===== src/rtl/mem_arbiter.sv =====
// rtl/mem_arbiter.sv - two-master (CPU / debug loader) arbiter for a synchronous single-port memory
// Round-robin grant with debug lock; one access in flight, outputs registered.
module mem_arbiter #(
  parameter int A_WIDTH = 5,
  parameter int D_WIDTH = 8
) (
  input  logic               clk,
  input  logic               rst,
  input  logic               cpu_req,
  input  logic               cpu_wr,
  input  logic [A_WIDTH-1:0] cpu_addr,
  input  logic [D_WIDTH-1:0] cpu_wdata,
  input  logic               dbg_req,
  input  logic               dbg_wr,
  input  logic [A_WIDTH-1:0] dbg_addr,
  input  logic [D_WIDTH-1:0] dbg_wdata,
  input  logic               dbg_lock,
  output logic               cpu_gnt,
  output logic               dbg_gnt,
  output logic               cpu_rvalid,
  output logic               dbg_rvalid,
  output logic [D_WIDTH-1:0] cpu_rdata,
  output logic [D_WIDTH-1:0] dbg_rdata,
  output logic               mem_rd,
  output logic               mem_wr,
  output logic [A_WIDTH-1:0] mem_addr,
  output logic [D_WIDTH-1:0] mem_wdata,
  output logic               mem_data_oe,
  input  logic [D_WIDTH-1:0] mem_rdata
);

  typedef enum logic [1:0] {
    IDLE  = 2'd0,
    ACC   = 2'd1,
    RDATA = 2'd2
  } state_t;

  state_t             state_q;
  logic               owner_dbg_q;
  logic               last_dbg_q;
  logic               cpu_gnt_q;
  logic               dbg_gnt_q;
  logic               cpu_rvalid_q;
  logic               dbg_rvalid_q;
  logic               mem_rd_q;
  logic               mem_wr_q;
  logic               mem_data_oe_q;
  logic [A_WIDTH-1:0] mem_addr_q;
  logic [D_WIDTH-1:0] mem_wdata_q;

  logic               cpu_elig_d;
  logic               any_req_d;
  logic               win_dbg_d;
  logic               win_wr_d;
  logic [A_WIDTH-1:0] win_addr_d;
  logic [D_WIDTH-1:0] win_wdata_d;

  // Debug wins a tie only when the CPU was granted most recently.
  always_comb begin
    cpu_elig_d  = cpu_req & ~dbg_lock;
    any_req_d   = cpu_elig_d | dbg_req;
    win_dbg_d   = dbg_req & (~cpu_elig_d | ~last_dbg_q);
    win_wr_d    = win_dbg_d ? dbg_wr    : cpu_wr;
    win_addr_d  = win_dbg_d ? dbg_addr  : cpu_addr;
    win_wdata_d = win_dbg_d ? dbg_wdata : cpu_wdata;
  end

  always_ff @(posedge clk or negedge rst) begin
    if (!rst) begin
      state_q       <= IDLE;
      owner_dbg_q   <= 1'b0;
      last_dbg_q    <= 1'b1;
      cpu_gnt_q     <= 1'b0;
      dbg_gnt_q     <= 1'b0;
      cpu_rvalid_q  <= 1'b0;
      dbg_rvalid_q  <= 1'b0;
      mem_rd_q      <= 1'b0;
      mem_wr_q      <= 1'b0;
      mem_data_oe_q <= 1'b0;
      mem_addr_q    <= '0;
      mem_wdata_q   <= '0;
    end else begin
      cpu_gnt_q     <= 1'b0;
      dbg_gnt_q     <= 1'b0;
      cpu_rvalid_q  <= 1'b0;
      dbg_rvalid_q  <= 1'b0;
      mem_rd_q      <= 1'b0;
      mem_wr_q      <= 1'b0;
      mem_data_oe_q <= 1'b0;
      case (state_q)
        IDLE: begin
          if (any_req_d) begin
            owner_dbg_q   <= win_dbg_d;
            last_dbg_q    <= win_dbg_d;
            cpu_gnt_q     <= ~win_dbg_d;
            dbg_gnt_q     <= win_dbg_d;
            mem_addr_q    <= win_addr_d;
            mem_wdata_q   <= win_wdata_d;
            mem_wr_q      <= win_wr_d;
            mem_data_oe_q <= win_wr_d;
            mem_rd_q      <= ~win_wr_d;
            state_q       <= ACC;
          end
        end
        ACC: begin
          // mem_wr_q still holds the latched direction of the access in flight.
          if (mem_wr_q) begin
            state_q <= IDLE;
          end else begin
            cpu_rvalid_q <= ~owner_dbg_q;
            dbg_rvalid_q <= owner_dbg_q;
            state_q      <= RDATA;
          end
        end
        RDATA: begin
          state_q <= IDLE;
        end
        default: begin
          state_q <= IDLE;
        end
      endcase
    end
  end

  assign cpu_gnt     = cpu_gnt_q;
  assign dbg_gnt     = dbg_gnt_q;
  assign cpu_rvalid  = cpu_rvalid_q;
  assign dbg_rvalid  = dbg_rvalid_q;
  assign mem_rd      = mem_rd_q;
  assign mem_wr      = mem_wr_q;
  assign mem_addr    = mem_addr_q;
  assign mem_wdata   = mem_wdata_q;
  assign mem_data_oe = mem_data_oe_q;

  // The synchronous memory presents read data during RDATA; gate it so only the owner sees it.
  assign cpu_rdata = cpu_rvalid_q ? mem_rdata : '0;
  assign dbg_rdata = dbg_rvalid_q ? mem_rdata : '0;

endmodule


===== config.mk =====
export PLATFORM = sky130hd
export DESIGN_NAME = mem_arbiter
export DESIGN_NICKNAME = d
export VERILOG_FILES = /design/src/rtl/mem_arbiter.sv
export SDC_FILE = /design/constraint.sdc
export NUM_CORES = 1
export LEC_CHECK = 0
export ABC_AREA = 0
export ABC_CLOCK_PERIOD_IN_PS = 1900
export CORE_ASPECT_RATIO = 1.2
export CORE_MARGIN = 2
export CORE_UTILIZATION = 36
export DETAILED_ROUTE_END_ITERATION = 10
export HOLD_SLACK_MARGIN = 0.02
export PLACE_DENSITY = 0.76
export SYNTH_ARGS = -nofsm -noshare
export SYNTH_HDL_FRONTEND = slang
export SYNTH_SLANG_ARGS = --single-unit

===== constraint.sdc =====
create_clock -name clk -period 1.9 [get_ports clk]
set_input_delay 0.285 -clock clk [delete_from_list [all_inputs] [get_ports clk]]
set_output_delay 0.285 -clock clk [all_outputs]
set_load 0.02 [all_outputs]

==> results.yml <==
clocking:
  cts-buffers-inserted: 3
  clkTransAtPathRegs_ns: 0.08
  post-cts-setup-buffers: 0
  cts_buffer_depth: 2
  cts_sinks: 23
  cts_root_buffer: "clkbuf_8"
  cts_tree: "built"
  cts-htree-levels: 1
  clock_latency_ns: 0.26
  hold_buffers: 0
  cts_resized: 0
sta:
  finalSetupViolCount: 0
  drv_slew: 0
  slew-limit-headroom_pct: 64.8
  skew_ns: 0.00422
  whs_ns: 0.366
  worstMarginPinSlew_ns: 0.529
  min_period_ns: 1.79
  rsz0062_at_grt: "no"
  fin_crit_sh_pct: 94.0
  fmax_mhz: 560
  report.final.hold_viol_count: 0
  timing.setup.tns_ns: 0
final_layout:
  fillers: 288
  antenna_cells: 0
  final_nets: 234
  area_delta_synth_final_pct: 69.4
  drive_gt1_share_pct: 6.77
hold_path:
  timing.hold.worst.class: "in2async"
critical_path:
  path_buf_inv: 2
  required_ns: 1.62
  rrSetupSlack_ns: 0.37
  cp-start-kind: "primary input"
  end_kind: "primary output"
  cp_top_family: "buffers and inverters"
  cp.arrival_ns: 1.50
  path_cells: "clkdlybuf4s50_1, and2_1, clkdlybuf4s50_1"
  worstPathMaxFanout: 2
  path_common_cell: "clkdlybuf4s50_1"
  critPathKind: "in2out"
  critPathMaxStageDelay_ns: 0.60
  crit_slowest_cell: "clkdlybuf4s50_1"
global_route:
  track_usage_pct: 17.6
  grt_max_degree: 24
  grt_antenna_before_repair: 0
  grt_overflow: 0
  grt_pass1_wl_um: 5260
  grt_pass1_vias: 1157
pwr:
  p_total_w: 0.00269
  powerDensity_nw_per_um2: 1320
  p_leak_nw: 0.885
  vdd_drop_max_mv: 0.902
synth:
  yosys_warnings: 0
  yosysMostFrequentCell: "dfrtp_1"
  ys_ff_latch: 23
  synthArstFlopShare_pct: 100
  syn_area_um2: 1200
  yosys.area.top_type_share_pct: 45.7
  ys_top_cells_by_count: "dfrtp_1, and2_1, inv_1"
  ys_seq_area_share_pct: 47.9
  synth_ff_type: "dfrtp_1"
  synth_nets: 155
  synth.avg_cell_area_um2: 10.6
  synth-edff-count: 0
  synth.distinct_cells: 24
  synth_area_leaders: "dfrtp_1, and2_1, a221o_1, a2111oi_1, inv_1"
  synth.largest_area_cell: "dfrtp_1"
  syn_inst: 114
flow_run:
  drv_cap: 0
status:
  status: "finished, final reports clean"
route:
  drt_iter0_drc: 46
  routedWlPerCell_um: 14.5
  drc: 0
  wl_um: 3320
  drtPass1Iterations: 2
  postRouteAntennaNets: 0
  vias_per_cell: 5.20
  num_vias: 1191
placed_design:
  place_hpwl_um: 2580
  routabilityCongestion: 0.750
  numPortBuffers: 76
floorplan:
  row_count: 23
  fp.dieW_um: 56.8
  die-area_um2: 3820
  initial_utilization_pct: 36.7
  die-height_um: 67.3
  core-area_um2: 3280
  ios: 77
-- kinds of logic after synthesis --
| group | synth area share [%] |
|---|---|
| AO/OA/AOI/OAI | 24.8 |
| flip-flops | 47.9 |
| AND/OR/NAND/NOR | 16.4 |
| buffers and inverters | 10.8 |
-- power by group --
group,internal (W),leakage [nW],total (W),switching (W)
combinational,0.000776,0.576,0.00153,0.000754
clock,0.000146,0.0255,0.000301,0.000155
sequential,0.000720,0.283,0.000861,0.000142
-- layout make-up --
type	instances	area, um2	area share, %
clock buffer	3	41.3	2.02
clock inverter	1	5.00	0.245
inverter	16	60.1	2.94
multi-input combinational	66	497	24.4
sequential	23	577	28.3
tap	37	46.3	2.27
timing repair buffer	83	813	39.9
-- through the flow --
step / worst slack [ns] / cell area, um2 / utilization, % / std cells
5_1_grt: 0.0285 / 2040 / 62.2 / 229
3_3_place_gp: 0.120 / 1990 / 60.8 / 225
4_1_cts: 0.0945 / 2040 / 62.2 / 229
3_5_place_dp: 0.0663 / 1990 / 60.8 / 225
2_1_floorplan: 0.469 / 1200 / - / 114
6_report: 0.113 / 2040 / 62.2 / 229
-- state kept, by name, indices dropped and copies added (netlist names) --
name,count
cpu_gnt,1
dbg_gnt,1
mem_data_oe,1
dbg_rvalid,1
mem_rd,1
cpu_rvalid,1
mem_wdata,8
owner_dbg_q,1
mem_addr,5
state_q,2
last_dbg_q,1
-- path summary, 6_finish.rpt --
path / start / cells after the start / end
max in group asynchronous: rst / 2 / last_dbg_q
worst max-delay path: mem_rdata[7] / 3 / dbg_rdata[7]
worst min-delay path: rst / 2 / mem_rd
worst max register to register: state_q[1] / 3 / mem_wdata[5]
min in group clk: state_q[1] / 1 / state_q[1]
worst min register to register: state_q[1] / 1 / state_q[1]
-- routing by layer --
layer  GRT usage, %  vias up  wire length (um)
li1               -      564                 -
met2           32.1       50              1690
met1           19.3      573              1320
met5              0        -                 0
met3           3.07        4               233
met4           10.2        0                63
-- cell usage in the layout (no fill, tap or decap), types with 2 or more instances in the layout --
| cell | instances |
|---|---|
| clkdlybuf4s50_1 | 76 |
| a221o_1 | 9 |
| a2111oi_0 | 3 |
| clkbuf_8 | 3 |
| a22oi_1 | 4 |
| and2_1 | 21 |
| a221oi_1 | 4 |
| and3b_1 | 2 |
| o21ai_0 | 5 |
| buf_4 | 7 |
| a21o_1 | 3 |
| a2111oi_1 | 6 |
| dfrtp_1 | 22 |
| a21oi_1 | 2 |
| inv_1 | 16 |
(Power assumes the default switching activity.)
